### src/rtl/cycle_meter_pkg.sv
// ============================================================================
// cycle_meter_pkg : shared state encoding, default sizes and pointer helper
// Revision 1.0
// ============================================================================
`default_nettype none

package cycle_meter_pkg;

   typedef enum logic [0:0] {
      ST_IDLE = 1'b0,
      ST_RUN  = 1'b1
   } state_t;

   localparam int DEF_CNT_W = 30;
   localparam int DEF_DEPTH = 4;

   // Smallest r with 2**r >= value; used for FIFO address width.
   function automatic int clog2(input int value);
      int r;
      r = 0;
      for (int i = 0; i < 31; i++) begin
         if ((1 << i) < value) begin
            r = i + 1;
         end
      end
      return r;
   endfunction

endpackage

`default_nettype wire

### src/rtl/cycle_meter_fifo.sv
// ============================================================================
// cycle_meter_fifo : show-ahead result FIFO with wrap-bit pointers
// Revision 1.0
// ============================================================================
`default_nettype none

module cycle_meter_fifo
   import cycle_meter_pkg::*;
#(
   parameter int WIDTH = DEF_CNT_W + 1,
   parameter int DEPTH = DEF_DEPTH
) (
   input  logic             clk,
   input  logic             rst,
   input  logic             i_clear,
   input  logic             i_push,
   input  logic [WIDTH-1:0] i_data,
   input  logic             i_pop,
   output logic [WIDTH-1:0] o_data,
   output logic             o_full,
   output logic             o_empty
);

   localparam int AW = clog2(DEPTH);

   logic [AW:0]      r_wr_ptr;
   logic [AW:0]      r_rd_ptr;
   logic [WIDTH-1:0] r_mem [DEPTH];

   logic w_full;
   logic w_empty;
   logic w_rd_en;
   logic w_wr_en;

   assign w_empty = (r_wr_ptr == r_rd_ptr);
   assign w_full  = (r_wr_ptr[AW-1:0] == r_rd_ptr[AW-1:0]) &&
                    (r_wr_ptr[AW] != r_rd_ptr[AW]);

   // A pop in the same cycle frees the slot a full-FIFO push needs.
   assign w_rd_en = i_pop  && !w_empty && !i_clear;
   assign w_wr_en = i_push && (!w_full || w_rd_en) && !i_clear;

   always_ff @(posedge clk or negedge rst) begin
      if (!rst) begin
         r_wr_ptr <= '0;
         r_rd_ptr <= '0;
      end else if (i_clear) begin
         r_wr_ptr <= '0;
         r_rd_ptr <= '0;
      end else begin
         if (w_wr_en) begin
            r_wr_ptr <= r_wr_ptr + 1'b1;
         end
         if (w_rd_en) begin
            r_rd_ptr <= r_rd_ptr + 1'b1;
         end
      end
   end

   always_ff @(posedge clk) begin
      if (w_wr_en) begin
         r_mem[r_wr_ptr[AW-1:0]] <= i_data;
      end
   end

   assign o_data  = w_empty ? '0 : r_mem[r_rd_ptr[AW-1:0]];
   assign o_full  = w_full;
   assign o_empty = w_empty;

endmodule

`default_nettype wire

### src/rtl/cycle_meter.sv
// ============================================================================
// cycle_meter : start-to-done latency counter feeding a valid/ready result FIFO
// Optional min/max tracking with macro CYCLE_METER_MINMAX_EN. Revision 1.0
// ============================================================================
`default_nettype none

module cycle_meter
   import cycle_meter_pkg::*;
#(
   parameter int CNT_W = DEF_CNT_W,
   parameter int DEPTH = DEF_DEPTH
) (
   input  logic             clk,
   input  logic             rst,
   input  logic             clear,
   input  logic             start,
   input  logic             done,
   output logic [CNT_W-1:0] res_data,
   output logic             res_sat,
   output logic             res_valid,
   input  logic             res_ready,
   output logic             busy,
   output logic             overflow
`ifdef CYCLE_METER_MINMAX_EN
   ,
   output logic [CNT_W-1:0] min_cycles,
   output logic [CNT_W-1:0] max_cycles
`endif
);

   localparam logic [CNT_W-1:0] C_CNT_MAX = '1;

   state_t           r_state;
   state_t           w_state_nxt;
   logic [CNT_W-1:0] r_cnt;
   logic [CNT_W-1:0] w_cnt_nxt;
   logic             r_overflow;

   logic             w_sat;
   logic             w_push;
   logic             w_pop;
   logic             w_full;
   logic             w_empty;
   logic             w_accept;
   logic [CNT_W:0]   w_head;

   assign w_sat    = (r_cnt == C_CNT_MAX);
   assign w_push   = (r_state == ST_RUN) && done && !clear;
   assign w_pop    = !w_empty && res_ready && !clear;
   assign w_accept = w_push && (!w_full || w_pop);

   always_ff @(posedge clk or negedge rst) begin
      if (!rst) begin
         r_state <= ST_IDLE;
         r_cnt   <= '0;
      end else begin
         r_state <= w_state_nxt;
         r_cnt   <= w_cnt_nxt;
      end
   end

   always_comb begin
      w_state_nxt = r_state;
      w_cnt_nxt   = r_cnt;
      if (clear) begin
         w_state_nxt = ST_IDLE;
         w_cnt_nxt   = '0;
      end else begin
         case (r_state)
            ST_IDLE: begin
               if (start) begin
                  w_state_nxt = ST_RUN;
                  w_cnt_nxt   = {{(CNT_W-1){1'b0}}, 1'b1};
               end
            end
            ST_RUN: begin
               if (done && start) begin
                  w_cnt_nxt = {{(CNT_W-1){1'b0}}, 1'b1};
               end else if (done) begin
                  w_state_nxt = ST_IDLE;
                  w_cnt_nxt   = '0;
               end else if (!w_sat) begin
                  w_cnt_nxt = r_cnt + 1'b1;
               end
            end
            default: begin
               w_state_nxt = ST_IDLE;
               w_cnt_nxt   = '0;
            end
         endcase
      end
   end

   always_ff @(posedge clk or negedge rst) begin
      if (!rst) begin
         r_overflow <= 1'b0;
      end else if (clear) begin
         r_overflow <= 1'b0;
      end else if (w_push && !w_accept) begin
         r_overflow <= 1'b1;
      end
   end

   cycle_meter_fifo #(
      .WIDTH (CNT_W + 1),
      .DEPTH (DEPTH)
   ) u_fifo (
      .clk     (clk),
      .rst     (rst),
      .i_clear (clear),
      .i_push  (w_push),
      .i_data  ({w_sat, r_cnt}),
      .i_pop   (w_pop),
      .o_data  (w_head),
      .o_full  (w_full),
      .o_empty (w_empty)
   );

   assign res_sat   = w_head[CNT_W];
   assign res_data  = w_head[CNT_W-1:0];
   assign res_valid = !w_empty;
   assign busy      = (r_state == ST_RUN);
   assign overflow  = r_overflow;

`ifdef CYCLE_METER_MINMAX_EN
   logic [CNT_W-1:0] r_min;
   logic [CNT_W-1:0] r_max;

   // Only results that actually enter the FIFO are tracked.
   always_ff @(posedge clk or negedge rst) begin
      if (!rst) begin
         r_min <= '1;
         r_max <= '0;
      end else if (clear) begin
         r_min <= '1;
         r_max <= '0;
      end else if (w_accept) begin
         if (r_cnt < r_min) begin
            r_min <= r_cnt;
         end
         if (r_cnt > r_max) begin
            r_max <= r_cnt;
         end
      end
   end

   assign min_cycles = r_min;
   assign max_cycles = r_max;
`endif

endmodule

`default_nettype wire

### config.mk
export PLATFORM = sky130hd
export DESIGN_NAME = cycle_meter
export DESIGN_NICKNAME = d
export VERILOG_FILES = /design/src/rtl/cycle_meter_pkg.sv /design/src/rtl/cycle_meter_fifo.sv /design/src/rtl/cycle_meter.sv
export SDC_FILE = /design/constraint.sdc
export NUM_CORES = 1
export LEC_CHECK = 0
export ABC_CLOCK_PERIOD_IN_PS = 4700
export CORE_MARGIN = 4
export CORE_UTILIZATION = 35
export DETAILED_ROUTE_END_ITERATION = 12
export PLACE_DENSITY_LB_ADDON = 0.12
export SLEW_MARGIN = 40
export SYNTH_ARGS = -nofsm -noshare
export SYNTH_HDL_FRONTEND = slang
export SYNTH_SLANG_ARGS = --single-unit
export TNS_END_PERCENT = 5
### constraint.sdc
create_clock -name clk -period 4.7 [get_ports clk]
set_clock_uncertainty 0.05 [all_clocks]
set_input_delay 0.47 -clock clk [delete_from_list [all_inputs] [get_ports clk]]
set_output_delay 0.47 -clock clk [all_outputs]
set_load 0.005 [all_outputs]
# Word-level counts from Yosys, hierarchy flattened
# Memories as Yosys holds them, arrays and structs flattened.
# Index checks and enable logic that the tools add are counted.
# word_totals
register_bits,38
ramBits,124
in_bits,6
output_inout_bits,34
wordCells,58
n_memories,1
# op_classes
add_sub_neg,3
eq_ne,6
n_mux,20
n_bitwise,1
n_reduce_logical,22
# mem_list
memory,words,width,rd,rd_ports_with_merged_regs,wr,line_no,text
u_fifo.r_mem,4,31,1,0,1,cycle_meter_fifo.sv:28,logic [WIDTH-1:0] r_mem [DEPTH];
# ops
cell,n
30-bit 2-to-1 mux,5
30-bit case mux with 2 select lines,1
31-bit 2-to-1 mux,1
"30-bit by 1-bit adder with 30-bit output, second input constant",1
"30-bit == test, second input constant",1
1-bit logical AND,12
3-bit 2-to-1 mux,4
1-bit 2-to-1 mux,8
"3-bit by 1-bit adder with 3-bit output, second input constant",2
2-bit nonzero test,3
"5-bit by 4-bit inequality test with 1-bit output, second input constant",1
1-bit zero test,4
3-bit == test,1
"3-bit inequality test, second input constant",1
2-bit == test,1
1-bit logical OR,2
1-bit case mux with 2 select lines,1
2-bit AND reduction,1
1-bit inequality test,1
1-bit NOT,1

# Depth between registers and ports, before layout
# depth
ltp_word,11
depth_mapped,7

# By module
# A second synthesis with hierarchy kept.
# hier_totals
cells_unflattened,470
hier_area_um2,7051.8
# modules_own_cells
module,instances,cells_each,area_per_inst_um2,seq_area_each_um2
cycle_meter_fifo,1,251,5172.5,3873.7
cycle_meter,1,219,1879.3,800.8

# Worst setup path after synthesis
# Ideal clock, no wire load.
# synth_timing
path_kind,register -> register
startpoint,register u_fifo.r_rd_ptr[0]
endpoint,memory u_fifo.r_mem[3][0] in the netlist's numbering (enable)
setup_ns,0.392
arrival_ns,2.004
required_time_ns,4.258
setup_slack_ns,2.253
path_stages_with_launch,5
path_buffers,1
cell_sequence,dfrtp_1 > clkbuf_1 > xnor2_1 > a41oi_1 > and2_1
# synth_between
elab_chain_cells,11
word_cells_on_any_way,14
cone_classes,2 x eq/ne; 2 x mux; 10 x reduce/logical
# synth_lines
element,line_no,text
start: declaration,cycle_meter_fifo.sv:27,logic [AW:0] r_rd_ptr;
start signal: assignment,cycle_meter_fifo.sv:55,r_rd_ptr <= r_rd_ptr + 1'b1;
3-bit == test,cycle_meter_fifo.sv:35,assign w_empty = (r_wr_ptr == r_rd_ptr);
1-bit zero test,"cycle_meter_fifo.sv:40, cycle_meter.sv:49",
1-bit logical AND (2 in a row),cycle_meter.sv:49,assign w_pop = !w_empty && res_ready && !clear;
1-bit logical AND (2 in a row),cycle_meter_fifo.sv:40,assign w_rd_en = i_pop && !w_empty && !i_clear;
1-bit logical OR *,cycle_meter_fifo.sv:41,assign w_wr_en = i_push && (!w_full || w_rd_en) && !i_clear;
1-bit logical AND * (2 in a row),cycle_meter_fifo.sv:41,
1-bit 2-to-1 mux *,cycle_meter_fifo.sv:61,if (w_wr_en) begin
1-bit 2-to-1 mux (not written as such) *,cycle_meter_fifo.sv:62,r_mem[r_wr_ptr[AW-1:0]] <= i_data;
end: declaration,cycle_meter_fifo.sv:28,
# Every way passes the cells marked *; elsewhere a longest branch is shown, timed or not.

# Final worst setup path
# layout_timing
startpoint,register u_fifo.r_wr_ptr[1]
endpoint,output port res_sat
# layout_between
elab_chain_cells,2
# layout_lines
element,line_no,text
start: declaration,cycle_meter_fifo.sv:26,logic [AW:0] r_wr_ptr;
start signal: assignment,cycle_meter_fifo.sv:52,r_wr_ptr <= r_wr_ptr + 1'b1;
3-bit == test,cycle_meter_fifo.sv:35,
31-bit 2-to-1 mux,cycle_meter_fifo.sv:66,assign o_data = w_empty ? '0 : r_mem[r_rd_ptr[AW-1:0]];
end: declaration,cycle_meter.sv:19,"output logic res_sat,"
# No other way between the ends.

==> impl_metrics.env <==
export IMPL_hold_viol=0
export IMPL_finalCritPeriodShare_pct=67.7
export IMPL_synth_compound_area_share_pct=4.39
export IMPL_path_cells="xor2_1 > or3_1 > buf_4 > and2_1 > clkdlybuf4s50_1"
export IMPL_rsz0062_at_grt="no"
export IMPL_cts_sinks=162
export IMPL_synth_nets=448
export IMPL_worst_setup_path_end_kind="output pin"
export IMPL_antenna_found_initial=0
export IMPL_die_y_um=148
export IMPL_cp_max_fo=19
export IMPL_outcome="finished, final reports clean"
export IMPL_cts_clk_slew_worst_paths_ps=60
export IMPL_clkLatencyLatePin_ps=420
export IMPL_rows=50
export IMPL_crit_family="simple AND/OR/NAND/NOR gates"
export IMPL_yosys_area_share_simple_pct=11.9
export IMPL_cpMaxStageDelayCell="or3_1"
export IMPL_dp_hpwl_um=8750
export IMPL_holdCritPathClass="reg -> reg"
export IMPL_dp_cells=725
export IMPL_fillers=1772
export IMPL_post_cts_buffers=0
export IMPL_drtIter0Drc=172
export IMPL_arrival_ps=2660
export IMPL_timing_fmax_ghz=0.314
export IMPL_p_seq_share_pct=49.3
export IMPL_yosys_warnings=0
export IMPL_r2r_start="u_fifo.r_rd_ptr[0]"
export IMPL_routed_wl_um=14200
export IMPL_slowest_delay_ps=650
export IMPL_drtPass1Iterations=4
export IMPL_cts_buffer_depth=2
export IMPL_synth_top_area_share_pct=54.2
export IMPL_maxSlewHeadroom_pct=50.0
export IMPL_p_int_mw=2.50
export IMPL_combPwrFrac_pct=7.3
export IMPL_seq_area_frac_synth_pct=68.0
export IMPL_dieArea_um2=21900
export IMPL_yosys_mux_area_fraction_pct=10.3
export IMPL_grt_pass1_wl_um=23000
export IMPL_via_per_inst=5.05
export IMPL_syn_to_final_growth_pct=19.5
export IMPL_netlist_area_um2=6870
export IMPL_initial_core_util_pct=36.1
export IMPL_core_um2=19000
export IMPL_tightest_slew_ps=749
export IMPL_maxCapViolCount=0
export IMPL_cts_root_buf="clkbuf_16"
export IMPL_synth_flop_cell="edfxtp_1"
export IMPL_async_reset_ff_share_pct=23.5
export IMPL_grt_pass1_vias=3965
export IMPL_critical_path_class="reg -> out"
export IMPL_synth_edf_count=124
export IMPL_synth_top_family_by_area="simple AND/OR/NAND/NOR gates"
export IMPL_antenna_left=0
export IMPL_cp_buffers_inverters=2
export IMPL_nNetsFinal=497
export IMPL_switching_share_pct=20.5
export IMPL_drv_slew=0
export IMPL_h_tree_depth=4
export IMPL_tns_ps=0
export IMPL_avgSynthCellArea_um2=15.8
export IMPL_worstHoldStart="overflow"
export IMPL_pin_count=40
export IMPL_synth_xor_area_share_pct=2.68
export IMPL_via_count=3829
export IMPL_drive_above_1_share_pct=16.3
export IMPL_period_minus_slack_ps=3180
export IMPL_diodes=0
export IMPL_setup_slack_ps=1520
export IMPL_multi_input_area_um2=2100
export IMPL_ys_ff_latch=162
export IMPL_leakage_nw=2.78
export IMPL_synth_fa_ha_area_share_pct=1.09
export IMPL_port_buffers=39
export IMPL_grt_max_degree=39
export IMPL_cts_inserted_buffers=17
export IMPL_fin_cells=758
export IMPL_post_route_util_pct=43.2
export IMPL_yosysTopAreaCell="edfxtp_1"
export IMPL_power_share_clock_pct=43.4
export IMPL_peakVddDrop_mv=0.251
export IMPL_required_ps=4180
export IMPL_switchingPower_mw=0.646
export IMPL_synthTopCellsByArea="edfxtp_1 (54%), dfrtp_1 (14%), mux4_2 (10%)"
export IMPL_crit_path_start_kind="flop"
export IMPL_setup_violations=0
export IMPL_die_x_um=148
export IMPL_grt_overflow=0
export IMPL_syn_inst=436
export IMPL_regArea_um2=4680
export IMPL_drc=0
export IMPL_finalPower_mw=3.14
export IMPL_cts_tree="built"
export IMPL_grt_usage_pct=13.8
export IMPL_ys_types=48
export IMPL_gp_congestion=0.824
export IMPL_wl_per_cell_um=18.8
export IMPL_cp_startpoint="u_fifo.r_wr_ptr[1]"
export IMPL_place_ws_ps=1480
export IMPL_powerDensity_nw_per_um2=382
==> per-layer routing <==
| layer | track usage (%) | routed length [µm] |
|---|---|---|
| met3 | 3.02 | 357 |
| met2 | 22.4 | 6990 |
| met4 | 4.85 | 203 |
| met1 | 18.6 | 6690 |
| met5 | 0 | 0 |
==> area by class of cell <==
type	instances	area share, %
sequential	162	56.9
clock inverter	12	1.69
multi-input combinational	246	25.6
inverter	8	0.365
clock buffer	20	5.31
tap	260	3.96
timing repair buffer	50	6.21
==> what timing repair did <==
item	CTS	global route
hold buffers	1	0
endpoints found under the hold margin	38	0
gates resized for setup	0	0
setup endpoints to repair	0	0
==> cell families after synthesis <==
kind of cell    count (synthesis)
flops                         162
fa+ha+maj                       6
xor+xnor                       21
buf+inv                        28
compound gates                 46
simple gates                  141
mux                            32
==> per-stage QoR <==
| step | cell area, µm² | hold WS (ps) |
|---|---|---|
| 3_5_place_dp | 7620 | 449 |
| 2_1_floorplan | 6870 | 124 |
| 4_1_cts | 8210 | 473 |
| 5_1_grt | 8220 | 531 |
| 3_3_place_gp | 7610 | 459 |
| 6_report | 8220 | 473 |
==> registers in the layout, indices dropped and copies added, names as in the netlist <==
| name | cells |
|---|---|
| u_fifo.r_mem | 124 |
| r_cnt | 30 |
| u_fifo.r_rd_ptr | 3 |
| u_fifo.r_wr_ptr | 3 |
| busy | 1 |
| overflow | 1 |
==> power groups by stage <==
stage / clock [mW] / sequential, mW / combinational (mW)
2_1_floorplan: 0 / 1.57 / 0.119
3_3_place_gp: 0 / 1.58 / 0.238
3_5_place_dp: 0 / 1.58 / 0.240
4_1_cts: 1.40 / 1.55 / 0.242
5_1_grt: 1.47 / 1.55 / 0.256
6_report: 1.36 / 1.55 / 0.230
==> cells in the mapped netlist (3+ instances only) <==
library cell and instances:
nand3_1 14, mux4_2 31, dfrtp_1 38, nand4_1 5
o31ai_1 5, or3_1 13, xor2_1 7, and2_1 35
xnor2_1 14, ha_1 6, and3_1 4, edfxtp_1 124
o21ai_0 11, clkbuf_1 15, a211oi_1 3, a21oi_1 13
inv_1 8, nor4_1 8, nor2_1 24, or4_1 4
nand2_1 13, nor3_1 6
==> path summary, 6_finish.rpt <==
check | end | slack, ps | cells past startpoint
worst max-delay path | res_sat | 1520 | 5
worst min-delay path | overflow | 470 | 2
worst max register to register | u_fifo.r_mem[1][10] | 1770 | 5
worst min register to register | overflow | 470 | 2
max in group asynchronous | u_fifo.r_rd_ptr[0] | 3690 | 2
min in group asynchronous | busy | 520 | 2
==> worst min-delay path: cells and delay by family, from the launching register on <==
| family | cells | cell delay (ps) |
|---|---|---|
| flip-flops | 1 | 360 |
| AND/OR/NAND/NOR | 1 | 80 |
| AO/OA/AOI/OAI | 1 | 50 |
==> cells in the final DEF, fill, tap and decap left out, drive strengths merged, types with 13 or more instances in the layout <==
cell / count
edfxtp: 124
clkdlybuf4s50: 38
dfrtp: 38
and2: 36
mux4: 31
nor2: 24
clkbuf: 20
xnor2: 14
nand3: 14
or3: 14
nand2: 13
a21oi: 13
No activity file was read; power rests on OpenSTA's default activity.
